===== src/rtl/key_event_decoder.sv =====
// SPACE hold-time jump encoder with a one-entry valid/ready jump buffer, duck level and restart pulse.
// Optional statistics counters are compiled in with KEY_EVENT_STATS_EN.
module key_event_decoder #(
    parameter int SHORT_MAX = 30,
    parameter int LONG_MAX  = 60,
    parameter int COOLDOWN  = 4
) (
    input  logic       frame_clk,
    input  logic       Reset,
    input  logic [7:0] keycode,
    input  logic       jump_ready,
    output logic       jump_valid,
    output logic       jump_long,
    output logic       jump_drop,
    output logic       duck,
    output logic       restart
`ifdef KEY_EVENT_STATS_EN
    ,
    output logic [7:0] jump_count,
    output logic [7:0] drop_count
`endif
);

    localparam int CD_W = (COOLDOWN > 1) ? $clog2(COOLDOWN) : 1;

    localparam logic [7:0]      KEY_SPACE = 8'h20;
    localparam logic [7:0]      KEY_DOWN  = 8'h26;
    localparam logic [7:0]      KEY_ENTER = 8'h0d;
    localparam logic [5:0]      HOLD_LAST = 6'(LONG_MAX - 1);
    localparam logic [5:0]      SHORT_TH  = 6'(SHORT_MAX);
    localparam logic [CD_W-1:0] CD_LOAD   = CD_W'(COOLDOWN - 1);

    typedef enum logic [1:0] {
        S_IDLE,
        S_CHARGE,
        S_COOLDOWN
    } state_t;

    state_t          state_reg, state_next;
    logic [5:0]      hold_cnt_reg, hold_cnt_next;
    logic [CD_W-1:0] cd_cnt_reg, cd_cnt_next;
    logic [7:0]      prev_key_reg;

    logic valid_reg, valid_next;
    logic long_reg, long_next;
    logic drop_reg, drop_next;
    logic duck_reg, duck_next;
    logic restart_reg;

    logic space;
    logic restart_evt;
    logic fire;
    logic fire_long;
    logic accept;

    assign space       = (keycode == KEY_SPACE);
    assign restart_evt = (keycode == KEY_ENTER) && (prev_key_reg != KEY_ENTER);
    assign accept      = valid_reg && jump_ready;
    assign duck_next   = (keycode == KEY_DOWN) && (state_reg == S_IDLE);

    always_ff @(posedge frame_clk or negedge Reset) begin
        if (!Reset) begin
            state_reg    <= S_IDLE;
            hold_cnt_reg <= '0;
            cd_cnt_reg   <= '0;
            prev_key_reg <= '0;
            valid_reg    <= 1'b0;
            long_reg     <= 1'b0;
            drop_reg     <= 1'b0;
            duck_reg     <= 1'b0;
            restart_reg  <= 1'b0;
        end else begin
            state_reg    <= state_next;
            hold_cnt_reg <= hold_cnt_next;
            cd_cnt_reg   <= cd_cnt_next;
            prev_key_reg <= keycode;
            valid_reg    <= valid_next;
            long_reg     <= long_next;
            drop_reg     <= drop_next;
            duck_reg     <= duck_next;
            restart_reg  <= restart_evt;
        end
    end

    always_comb begin
        state_next    = state_reg;
        hold_cnt_next = hold_cnt_reg;
        cd_cnt_next   = cd_cnt_reg;
        fire          = 1'b0;
        fire_long     = 1'b0;
        case (state_reg)
            S_IDLE: begin
                if (space) begin
                    state_next    = S_CHARGE;
                    hold_cnt_next = 6'd1;
                end
            end
            S_CHARGE: begin
                if (space && (hold_cnt_reg < HOLD_LAST)) begin
                    hold_cnt_next = hold_cnt_reg + 6'd1;
                end else begin
                    // Either auto-fire at the hold limit or fire on release.
                    fire          = 1'b1;
                    fire_long     = space || (hold_cnt_reg >= SHORT_TH);
                    state_next    = S_COOLDOWN;
                    hold_cnt_next = '0;
                    cd_cnt_next   = CD_LOAD;
                end
            end
            S_COOLDOWN: begin
                if (cd_cnt_reg != '0) begin
                    cd_cnt_next = cd_cnt_reg - CD_W'(1);
                end else if (!space) begin
                    state_next = S_IDLE;
                end
            end
            default: state_next = S_IDLE;
        endcase
        if (restart_evt) begin
            state_next    = S_IDLE;
            hold_cnt_next = '0;
            cd_cnt_next   = '0;
            fire          = 1'b0;
            fire_long     = 1'b0;
        end
    end

    // One-entry buffer: a fire overwrites only when the old entry leaves on the same edge.
    always_comb begin
        valid_next = valid_reg;
        long_next  = long_reg;
        drop_next  = 1'b0;
        if (restart_evt) begin
            valid_next = 1'b0;
        end else if (fire) begin
            if (!valid_reg || accept) begin
                valid_next = 1'b1;
                long_next  = fire_long;
            end else begin
                drop_next = 1'b1;
            end
        end else if (accept) begin
            valid_next = 1'b0;
        end
    end

    assign jump_valid = valid_reg;
    assign jump_long  = long_reg;
    assign jump_drop  = drop_reg;
    assign duck       = duck_reg;
    assign restart    = restart_reg;

`ifdef KEY_EVENT_STATS_EN
    logic [7:0] jump_cnt_reg;
    logic [7:0] drop_cnt_reg;

    always_ff @(posedge frame_clk or negedge Reset) begin
        if (!Reset) begin
            jump_cnt_reg <= '0;
            drop_cnt_reg <= '0;
        end else if (restart_evt) begin
            jump_cnt_reg <= '0;
            drop_cnt_reg <= '0;
        end else begin
            if (accept && (jump_cnt_reg != 8'hff)) begin
                jump_cnt_reg <= jump_cnt_reg + 8'd1;
            end
            if (drop_next && (drop_cnt_reg != 8'hff)) begin
                drop_cnt_reg <= drop_cnt_reg + 8'd1;
            end
        end
    end

    assign jump_count = jump_cnt_reg;
    assign drop_count = drop_cnt_reg;
`endif

endmodule


===== config.mk =====
export PLATFORM = sky130hd
export DESIGN_NAME = key_event_decoder
export DESIGN_NICKNAME = d
export VERILOG_FILES = /design/src/rtl/key_event_decoder.sv
export SDC_FILE = /design/constraint.sdc
export NUM_CORES = 1
export LEC_CHECK = 0
export ABC_AREA = 1
export ABC_CLOCK_PERIOD_IN_PS = 1800
export BUFFER_PORTS_ARGS = -buffer_cell sky130_fd_sc_hd__buf_2
export CORE_MARGIN = 1
export CORE_UTILIZATION = 56
export CTS_CLUSTER_SIZE = 28
export DETAILED_ROUTE_END_ITERATION = 8
export HOLD_SLACK_MARGIN = 0.05
export PLACE_DENSITY = 0.82
export SETUP_SLACK_MARGIN = 0.15
export SLEW_MARGIN = 30
export SYNTH_ARGS = -nofsm -noshare
export SYNTH_HDL_FRONTEND = slang
export SYNTH_SLANG_ARGS = --single-unit

===== constraint.sdc =====
create_clock -name frame_clk -period 1.8 [get_ports frame_clk]
set_input_delay 0.09 -clock frame_clk [delete_from_list [all_inputs] [get_ports frame_clk]]
set_output_delay 0.09 -clock frame_clk [all_outputs]
set_load 0.02 [all_outputs]

==> results of run 1 <==
## through the flow
step	cell area, um2	cells
after floorplan	1239	161
after global routing	1474	217
after CTS	1474	217
final	1474	217
after global placement	1348	203
after detailed placement	1348	203
## area by class of cell
| type | count | area (um2) |
|---|---|---|
| Fill cell | 151 | 548.0 |
| Timing Repair Buffer | 25 | 175.2 |
| Sequential cell | 23 | 575.6 |
| Clock buffer | 4 | 26.28 |
| Inverter | 27 | 106.4 |
| Tap cell | 27 | 33.78 |
| Multi-Input combinational cell | 111 | 556.8 |
## cells by family (layout without fill, tap and decap cells)
family | after synthesis | after routing | share of synthesized area
AOI/OAI and AO/OA | 9 | 9 | 0.03838
xor gates and xnor gates | 2 | 2 | 0.01414
DFF | 23 | 23 | 0.4646
buffers and inverters | 27 | 56 | 0.08587
and+or+nand+nor | 97 | 97 | 0.3667
adders and majority gates | 3 | 3 | 0.03031
## final timing paths
path | slack, ns | end
hold / removal | 0.25 | prev_key_reg[5]$_DFF_PN0_
hold reg to reg | 0.49 | cd_cnt_reg[1]$_DFFE_PN0P_
setup / recovery | 0.28 | cd_cnt_reg[1]$_DFFE_PN0P_
min in group frame_clk | 0.46 | prev_key_reg[7]$_DFF_PN0_
setup reg to reg | 0.28 | cd_cnt_reg[1]$_DFFE_PN0P_
max in group asynchronous | 1.20 | hold_cnt_reg[4]$_DFFE_PN0P_
## power groups by stage
stage / registers [mW] / logic [mW] / clock network (mW)
floorplan: 0.660 / 0.342 / 0
global route: 0.651 / 0.575 / 0.262
detailed placement: 0.652 / 0.468 / 0
global placement: 0.650 / 0.456 / 0
finish: 0.643 / 0.490 / 0.236
CTS: 0.642 / 0.488 / 0.235
## critical path: stages (launching register included)
cell	delay (ns)
dfrtp_1	0.44
ha_1	0.25
or2_4	0.25
nand2_2	0.09
nand3_4	0.09
clkinv_4	0.08
nand3_4	0.08
nand3b_1	0.09
nand2_1	0.06
## cells in the mapped netlist
cell | number | area (um2)
a21oi_1 | 1 | 5.000
a22oi_1 | 1 | 7.510
clkinv_4 | 1 | 8.760
dfrtp_1 | 23 | 575.6
ha_1 | 3 | 37.54
inv_1 | 21 | 78.83
inv_2 | 5 | 18.77
nand2_1 | 48 | 180.2
nand2_2 | 4 | 25.02
nand3_1 | 13 | 65.06
nand3_2 | 2 | 20.02
nand3_4 | 2 | 35.03
nand3b_1 | 1 | 7.510
nand4_1 | 2 | 12.51
nor2_1 | 20 | 75.07
nor2_2 | 3 | 18.77
nor4_1 | 1 | 6.260
o21ai_0 | 2 | 10.01
o21ai_1 | 5 | 25.02
or2_4 | 1 | 8.760
xor2_1 | 2 | 17.52
## metal layers
metal | wire length (um) | global-route usage | part of all wire | vias up
met5 | 0 | 0 | 0 | -
met1 | 1142 | 0.3198 | 0.45 | 492
met4 | 49 | 0.08333 | 0.019 | 0
met3 | 125 | 0.05919 | 0.049 | 8
met2 | 1215 | 0.4236 | 0.48 | 37
li1 | - | - | - | 553
==> metrics.cfg, run 1 <==
[synthesis]
ys_warn_count=0
syn_nets=175
yosysSeqAreaShare=0.4646
synthCells=161
syn_avg_cell_area_um2=7.694
netlist_area_um2=1239
synth_cell_types=21
synth_seq_cells=23

[route]
drc=0
wl_per_cell_um=11.67
dr.pass1.iters=4
ant_nets=0
via_per_inst=5.023
wirelength_um=2533
drt_iter0_drc=38
vias=1090

[power_and_ir_drop]
peakVddDrop_mv=0.7309
comb_power_share=0.358
p_switching_uw=509.9
p_clk_frac=0.172
switching_share=0.3724
p_int_uw=859.4
total_power_mw=1.369
leakage_nw=0.7815
p_seq_frac=0.470
p_per_area_nw_per_um2=929.0

[timing]
hold_viol=0
slew_viol_final=0
tns_ns=0
max_slew.worst_pin.slew_ns=0.4984
relSlewSlack=0.6678
setup_violations=0
holdWs_ns=0.2531
rsz0062_at_grt=false
fmaxAchievable_mhz=656.9
min_period_ns=1.522
setup_ws_ns=0.2778
skew_ns=0.006631
post-route-period-util=0.8457

[global_route]
groute.usage.overall=0.2523
grt_pass1_wl_um=4581
antenna_found_initial=0
grt_pass1_vias=1097
grt_start_max_net_pins=24
gr-total-overflow=0

[layout]
antenna_cells=0
largest_reg_flops=8
final_core_util=0.7290
drive_above_1_share=0.1895
synthToLayoutAreaGrowth_pct=18.99
final_common_cell=nand2_1
final_nets=205
layout_common_cells=nand2_1, dfrtp_1, inv_1, nor2_1, buf_2

[floorplanning]
dieArea_um2=2404
dieHeight_um=49.03
ios=16
die_w_um=49.03
start_util=0.6126
coreArea_um2=2022
rows=16

[worst_setup_path]
crit_arrival_ns=1.73
r2r_cells=8
worst-path-max-fanout=5
required_ns=2.01
crit_start=hold_cnt_reg[0]$_DFFE_PN0P_
setup.worst_path.start_class=flop
critPathKind=reg2reg
end_kind=flop
r2r-start=hold_cnt_reg[0]$_DFFE_PN0P_

[placement]
io_buffers=15
detailed_place_hpwl_um=1793
gp_congestion=0.8647
pre_cts_ws_ns=0.2895

[clock_tree]
holdBufCountCts=10
clock_path_buffers=2
cts_tree=done
postCtsResizedCells=0
htreeDepth=1
clk_latency_ns=0.31
cts_sinks=23
cts_inserted_buffers=3
cts_setup_buffers=0
root_buffer=clkbuf_4
clk_pin_slew_ns=0.12

[run]
cap_violations=0

[status]
status=finished clean

[hold_path]
hp-class=in2async

Note: power is estimated with default switching activity, not from simulation.
==> run 2, diff against run 1 <==
--- a/config.mk
+++ b/config.mk
@@ -5,15 +5,15 @@
 export SDC_FILE = /design/constraint.sdc
 export NUM_CORES = 1
 export LEC_CHECK = 0
-export ABC_AREA = 1
-export ABC_CLOCK_PERIOD_IN_PS = 1800
+export ABC_AREA = 0
+export ABC_CLOCK_PERIOD_IN_PS = 1350
 export BUFFER_PORTS_ARGS = -buffer_cell sky130_fd_sc_hd__buf_2
 export CORE_MARGIN = 1
-export CORE_UTILIZATION = 56
+export CORE_UTILIZATION = 49
 export CTS_CLUSTER_SIZE = 28
 export DETAILED_ROUTE_END_ITERATION = 8
 export HOLD_SLACK_MARGIN = 0.05
-export PLACE_DENSITY = 0.82
+export PLACE_DENSITY = 0.77
 export SETUP_SLACK_MARGIN = 0.15
 export SLEW_MARGIN = 30
 export SYNTH_ARGS = -nofsm -noshare
==> constraint.sdc (replaced) <==
create_clock -name frame_clk -period 1.35 [get_ports frame_clk]
set_input_delay 0.0675 -clock frame_clk [delete_from_list [all_inputs] [get_ports frame_clk]]
set_output_delay 0.0675 -clock frame_clk [all_outputs]
set_load 0.02 [all_outputs]
==> run 2 against run 1 <==
  * The flow now finishes with violations (setup timing)
  * Sequential power rose by 25%
  * Core utilization fell by 2.3 points
  * Count of clock-buffer cells in the layout fell by 1
  * Fmax fell by 9.6%
  * Final cell count fell by 21%
  * Register-to-register slack got worse by 0.61 ns
  * Synthesized cell count fell by 40%
  * Sequential cell count did not move
  * Clock skew rose by 0.0017 ns
  * Die area rose by 5.0%
  * Design area rose by 5.9%
  * Critical endpoint is now jump_long$_DFFE_PN0P_
  * Critical path depth fell by 4
==> metrics.cfg, run 2 <==
[layout]
largest_reg_flops=8
final_area_um2=1562
final_nets=159
synthToLayoutAreaGrowth_pct=36.99
final_cell_count_no_fill=172
final_common_cell=dfrtp_1
layout_common_cells=dfrtp_1, buf_4, buf_2, inv_1, dlygate4sd3_1
final_core_util=0.7059
antenna_cells=0
drive_above_1_share=0.4097

[hold_path]
holdPathStages=3
hp-class=in2reg

[placement]
pre_cts_ws_ns=-0.3284
gp_congestion=0.8582
placed_area_um2=1435
detailed_place_hpwl_um=1800
io_buffers=15
place_inst=159

[clock_tree]
cts_inserted_buffers=3
clock_path_buffers=2
clk_pin_slew_ns=0.13
root_buffer=clkbuf_4
cts_sinks=23
clk_latency_ns=0.32
cts_tree=done
holdBufCountCts=9
htreeDepth=1
cts_setup_buffers=0

[global_route]
antenna_found_initial=0
gr-total-overflow=0
grt_pass1_wl_um=4374
groute.usage.overall=0.2346
grt_start_max_net_pins=24
grt_pass1_vias=937

[synthesis]
synth_cell_types=38
synth_edf_count=0
yosysSeqAreaShare=0.5049
synth_compound_area_frac=0.1888
synth_ff_type=dfrtp_1
async_flop_share=1.000
synth_area_leaders=dfrtp_1, ha_1, inv_1
synth-simple-area-share=0.2075
synth_adder_area_share=0.03293
netlist_area_um2=1140
muxShareOfSynthArea=0.02195
synthCells=97
synth_most_common_cell=dfrtp_1
synth_common_cells=dfrtp_1, inv_1, nor3_1, o21ai_0
syn_avg_cell_area_um2=11.75
synth_seq_cells=23
yosysTopAreaCell=dfrtp_1
ys_warn_count=0
synth_top_area_frac=0.5049
synth_top_family_by_area=simple AND/OR/NAND/NOR gates
synth_xor_area_frac=0
syn_nets=111

[route]
wirelength_um=2499
dr.pass1.iters=5
via_per_inst=5.413
wl_per_cell_um=14.53
wl_met1_um=1116
drt_iter0_drc=25
drc=0
ant_nets=0
route.met3.wl_um=78
vias=931
top_layer=met4
wl_met2_um=1267

[timing]
post-route-period-util=1.248
hold_viol=0
min_period_ns=1.684
max_slew.worst_pin.slew_ns=0.5089
slew_viol_final=0
skew_ns=0.008369
rsz0062_at_grt=true
setup_ws_ns=-0.3341
setup_violations=13
relSlewSlack=0.6607
fmaxAchievable_mhz=593.8

[worst_setup_path]
setup.worst_path.start_class=flop
crit_arrival_ns=1.91
required_ns=1.58
worst-path-max-fanout=2
r2r_cells=4
end_kind=flop
critPathKind=reg2reg

[floorplanning]
start_util=0.5153
die_w_um=50.23
dieHeight_um=50.23
ios=16
rows=17
dieArea_um2=2523
coreArea_um2=2212

[power_and_ir_drop]
peakVddDrop_mv=0.7283
p_switching_uw=432.3
switching_share=0.2929
leakage_nw=0.6992
p_int_mw=1.044
p_clk_frac=0.225
p_seq_frac=0.546
comb_power_share=0.229
p_per_area_nw_per_um2=945.4

[status]
status=finished, violations left
violations=setup timing

[run]
cap_violations=0

run 2: what timing repair did:
action	CTS	global route
pin swaps	4	3
endpoints found under the setup margin	14	14
hold endpoints to repair	33	2
gates resized for setup	2	0
run 2: worst paths after layout:
path / slack (ns) / endpoint / from
max: -0.33 / jump_long$_DFFE_PN0P_ / prev_key_reg[5]$_DFF_PN0_
min: 0.05 / jump_drop$_DFF_PN0_ / jump_ready
max reg2reg: -0.33 / jump_long$_DFFE_PN0P_ / prev_key_reg[5]$_DFF_PN0_
min reg2reg: 0.52 / cd_cnt_reg[0]$_DFFE_PN0P_ / cd_cnt_reg[0]$_DFFE_PN0P_
max in group asynchronous: 0.77 / hold_cnt_reg[2]$_DFFE_PN0P_ / Reset
min in group asynchronous: 0.22 / prev_key_reg[1]$_DFF_PN0_ / Reset
run 2: layout make-up:
cell class	instances	area [um2]
timing repair buffer	45	326.6
multi-input combinational	63	560.5
fill	164	650.6
clock buffer	3	22.52
tap	28	35.03
sequential	23	575.6
inverter	9	33.78
clock inverter	1	7.507
run 2: power groups by stage:
stage | clock network (mW) | registers [mW] | logic (mW)
final | 0.332 | 0.806 | 0.339
after global routing | 0.360 | 0.811 | 0.378
after CTS | 0.333 | 0.806 | 0.338
after detailed placement | 0 | 0.821 | 0.312
after global placement | 0 | 0.816 | 0.292
after floorplan | 0 | 0.824 | 0.153
run 2: critical path, stage by stage (launching register included):
cell      delay, ns
dfrtp_1        0.38
or4_1          0.52
o211a_1        0.24
nand3b_4       0.16
mux2_4         0.30
run 2: logic make-up after synthesis:
kind of cell | Yosys count
fa+ha+maj | 3
flops | 23
mux | 2
buf+inv | 11
simple gates | 34
compound gates | 24
run 2: routing by layer:
layer	up-vias	GRT usage
met5	-	0
met4	0	0.09524
met3	5	0.03939
met2	19	0.4000
met1	457	0.2916
li1	450	-
run 2: stage by stage:
stage,TNS (ns),hold WS [ns],power (mW)
6_report,-3.269,0.04711,1.476
4_1_cts,-3.389,0.04830,1.477
5_1_grt,-3.842,0.04269,1.549
3_3_place_gp,-2.505,0.05575,1.108
3_5_place_dp,-3.051,0.06779,1.133
2_1_floorplan,-1.265,-0.2281,0.9767
==> run 3, diff against run 2 <==
--- a/config.mk
+++ b/config.mk
@@ -14,7 +14,6 @@
 export DETAILED_ROUTE_END_ITERATION = 8
 export HOLD_SLACK_MARGIN = 0.05
 export PLACE_DENSITY = 0.77
-export SETUP_SLACK_MARGIN = 0.15
 export SLEW_MARGIN = 30
 export SYNTH_ARGS = -nofsm -noshare
 export SYNTH_HDL_FRONTEND = slang
==> constraint.sdc (replaced) <==
create_clock -name frame_clk -period 1.35 [get_ports frame_clk]
set_input_delay 0.135 -clock frame_clk [delete_from_list [all_inputs] [get_ports frame_clk]]
set_output_delay 0.135 -clock frame_clk [all_outputs]
set_load 0.02 [all_outputs]
==> run 3 against run 2 <==
  * The flow still finishes with violations (setup timing)
  * Register-to-register slack about the same
  * Via count grew 2.9%
  * Clock power decreased by 5%
  * Largest power group unchanged
  * Count of clock-buffer cells in the layout is the same
==> metrics.cfg, run 3 (same netlist as run 2, synthesis figures left out) <==
[status]
status=finished, violations left
violations=setup timing

[clock_tree]
cts_inserted_buffers=3
cts_sinks=23
htreeDepth=1
clk_latency_ns=0.31
clk_pin_slew_ns=0.12
clock_path_buffers=2
root_buffer=clkbuf_4
cts_tree=done

[worst_setup_path]
critPathKind=reg2reg
required_ns=1.56
r2r-start=prev_key_reg[5]$_DFF_PN0_
crit_arrival_ns=1.89
end_kind=flop
crit_start=prev_key_reg[5]$_DFF_PN0_
setup.worst_path.start_class=flop
worst-path-max-fanout=2
r2r_slack_ns=-0.33

[timing]
max_slew.worst_pin.slew_ns=0.5049
post-route-period-util=1.245
hold_viol=0
fmaxAchievable_mhz=594.7
min_period_ns=1.681
slew_viol_final=0
tns_ns=-3.227
relSlewSlack=0.6634
setup_violations=13
rsz0062_at_grt=true
setup_ws_ns=-0.3314
skew_ns=0.005780

[route]
drt_iter0_drc=30
vias=958
dr.pass1.iters=4
wl_per_cell_um=15.22
via_per_inst=5.443
drc=0
ant_nets=0
wirelength_um=2678

[global_route]
gr-max-usage-layer=met2
grt_util_met2=0.4222
grtUsageMet1=0.3037
grt_pass1_wl_um=4581
antenna_found_initial=0
grt_start_max_net_pins=24
met3_usage=0.03939
groute.usage.overall=0.2469
grt_pass1_vias=1018
gr-total-overflow=0

[floorplanning]
rows=17
die_w_um=50.23
coreArea_um2=2212
dieArea_um2=2523
dieHeight_um=50.23
start_util=0.5153
ios=16

[power_and_ir_drop]
p_per_area_nw_per_um2=931.7
peakVddDrop_mv=0.7631
switching_share=0.2917
leakage_nw=0.7416
p_int_mw=1.077
p_switching_uw=443.3
p_clk_frac=0.208
p_seq_frac=0.539
comb_power_share=0.252

[layout]
synthToLayoutAreaGrowth_pct=43.14
layout_common_cells=buf_4, dfrtp_1, buf_2, inv_1, dlygate4sd3_1
antenna_cells=0
final_nets=163
drive_above_1_share=0.4730
final_area_um2=1632
final_common_cell=buf_4
final_cell_count_no_fill=176
largest_reg_flops=8

[hold_path]
timing.hold.worst.start=keycode[1]
hp-class=in2reg

[run]
cap_violations=0

[placement]
detailed_place_hpwl_um=1957
placed_area_um2=1473
io_buffers=15
place_inst=164
gp_congestion=0.8517

[run 3: final timing paths]
check | endpoint | cells after the start
max | jump_long$_DFFE_PN0P_ | 4
min | prev_key_reg[1]$_DFF_PN0_ | 2
max reg2reg | jump_long$_DFFE_PN0P_ | 4
min reg2reg | duck$_DFF_PN0_ | 1
max in group asynchronous | prev_key_reg[5]$_DFF_PN0_ | 2
min in group asynchronous | duck$_DFF_PN0_ | 2
[run 3: metal layers]
metal | part of all wire | up-vias
met5 | 0 | -
met4 | 0.019 | 0
met3 | 0.028 | 6
met2 | 0.53 | 19
met1 | 0.42 | 470
li1 | - | 463
[run 3: worst max-delay path: stages (launching register included)]
cell and delay (ns):
dfrtp_1 0.38, or4_1 0.52, o211a_1 0.24, nand3b_4 0.15
mux2_4 0.29
[run 3: timing repair]
item,4_1_cts,5_1_grt
pin swaps,3,5
hold buffers,6,1
setup buffers,0,1
gates resized for setup,7,4
setup endpoints to repair,13,13
endpoints found under the hold margin,28,1
[run 3: layout make-up]
| type | instances | area [um2] |
|---|---|---|
| Multi-Input combinational cell | 63 | 604.3 |
| Fill cell | 166 | 580.6 |
| Sequential cell | 23 | 575.6 |
| Timing Repair Buffer | 49 | 355.3 |
| Tap cell | 28 | 35.03 |
| Inverter | 9 | 33.78 |
| Clock buffer | 3 | 22.52 |
| Clock inverter | 1 | 5.005 |
[run 3: stage by stage]
step	hold WS, ns	setup slack [ns]	utilization	power [mW]
final	0.07099	-0.3314	0.7376	1.520
after global routing	0.06124	-0.3852	0.7376	1.598
after CTS	0.05369	-0.3405	0.7200	1.497
after detailed placement	0.1331	-0.3325	0.6657	1.136
after global placement	0.1242	-0.2764	0.6657	1.116
after floorplan	-0.1606	-0.2751	-	0.9767
[run 3: power by group through the flow]
stage | logic, mW | registers, mW | clock network, mW
2_1_floorplan | 0.153 | 0.824 | 0
6_report | 0.383 | 0.820 | 0.317
5_1_grt | 0.416 | 0.827 | 0.354
3_3_place_gp | 0.301 | 0.815 | 0
3_5_place_dp | 0.315 | 0.821 | 0
4_1_cts | 0.355 | 0.813 | 0.329
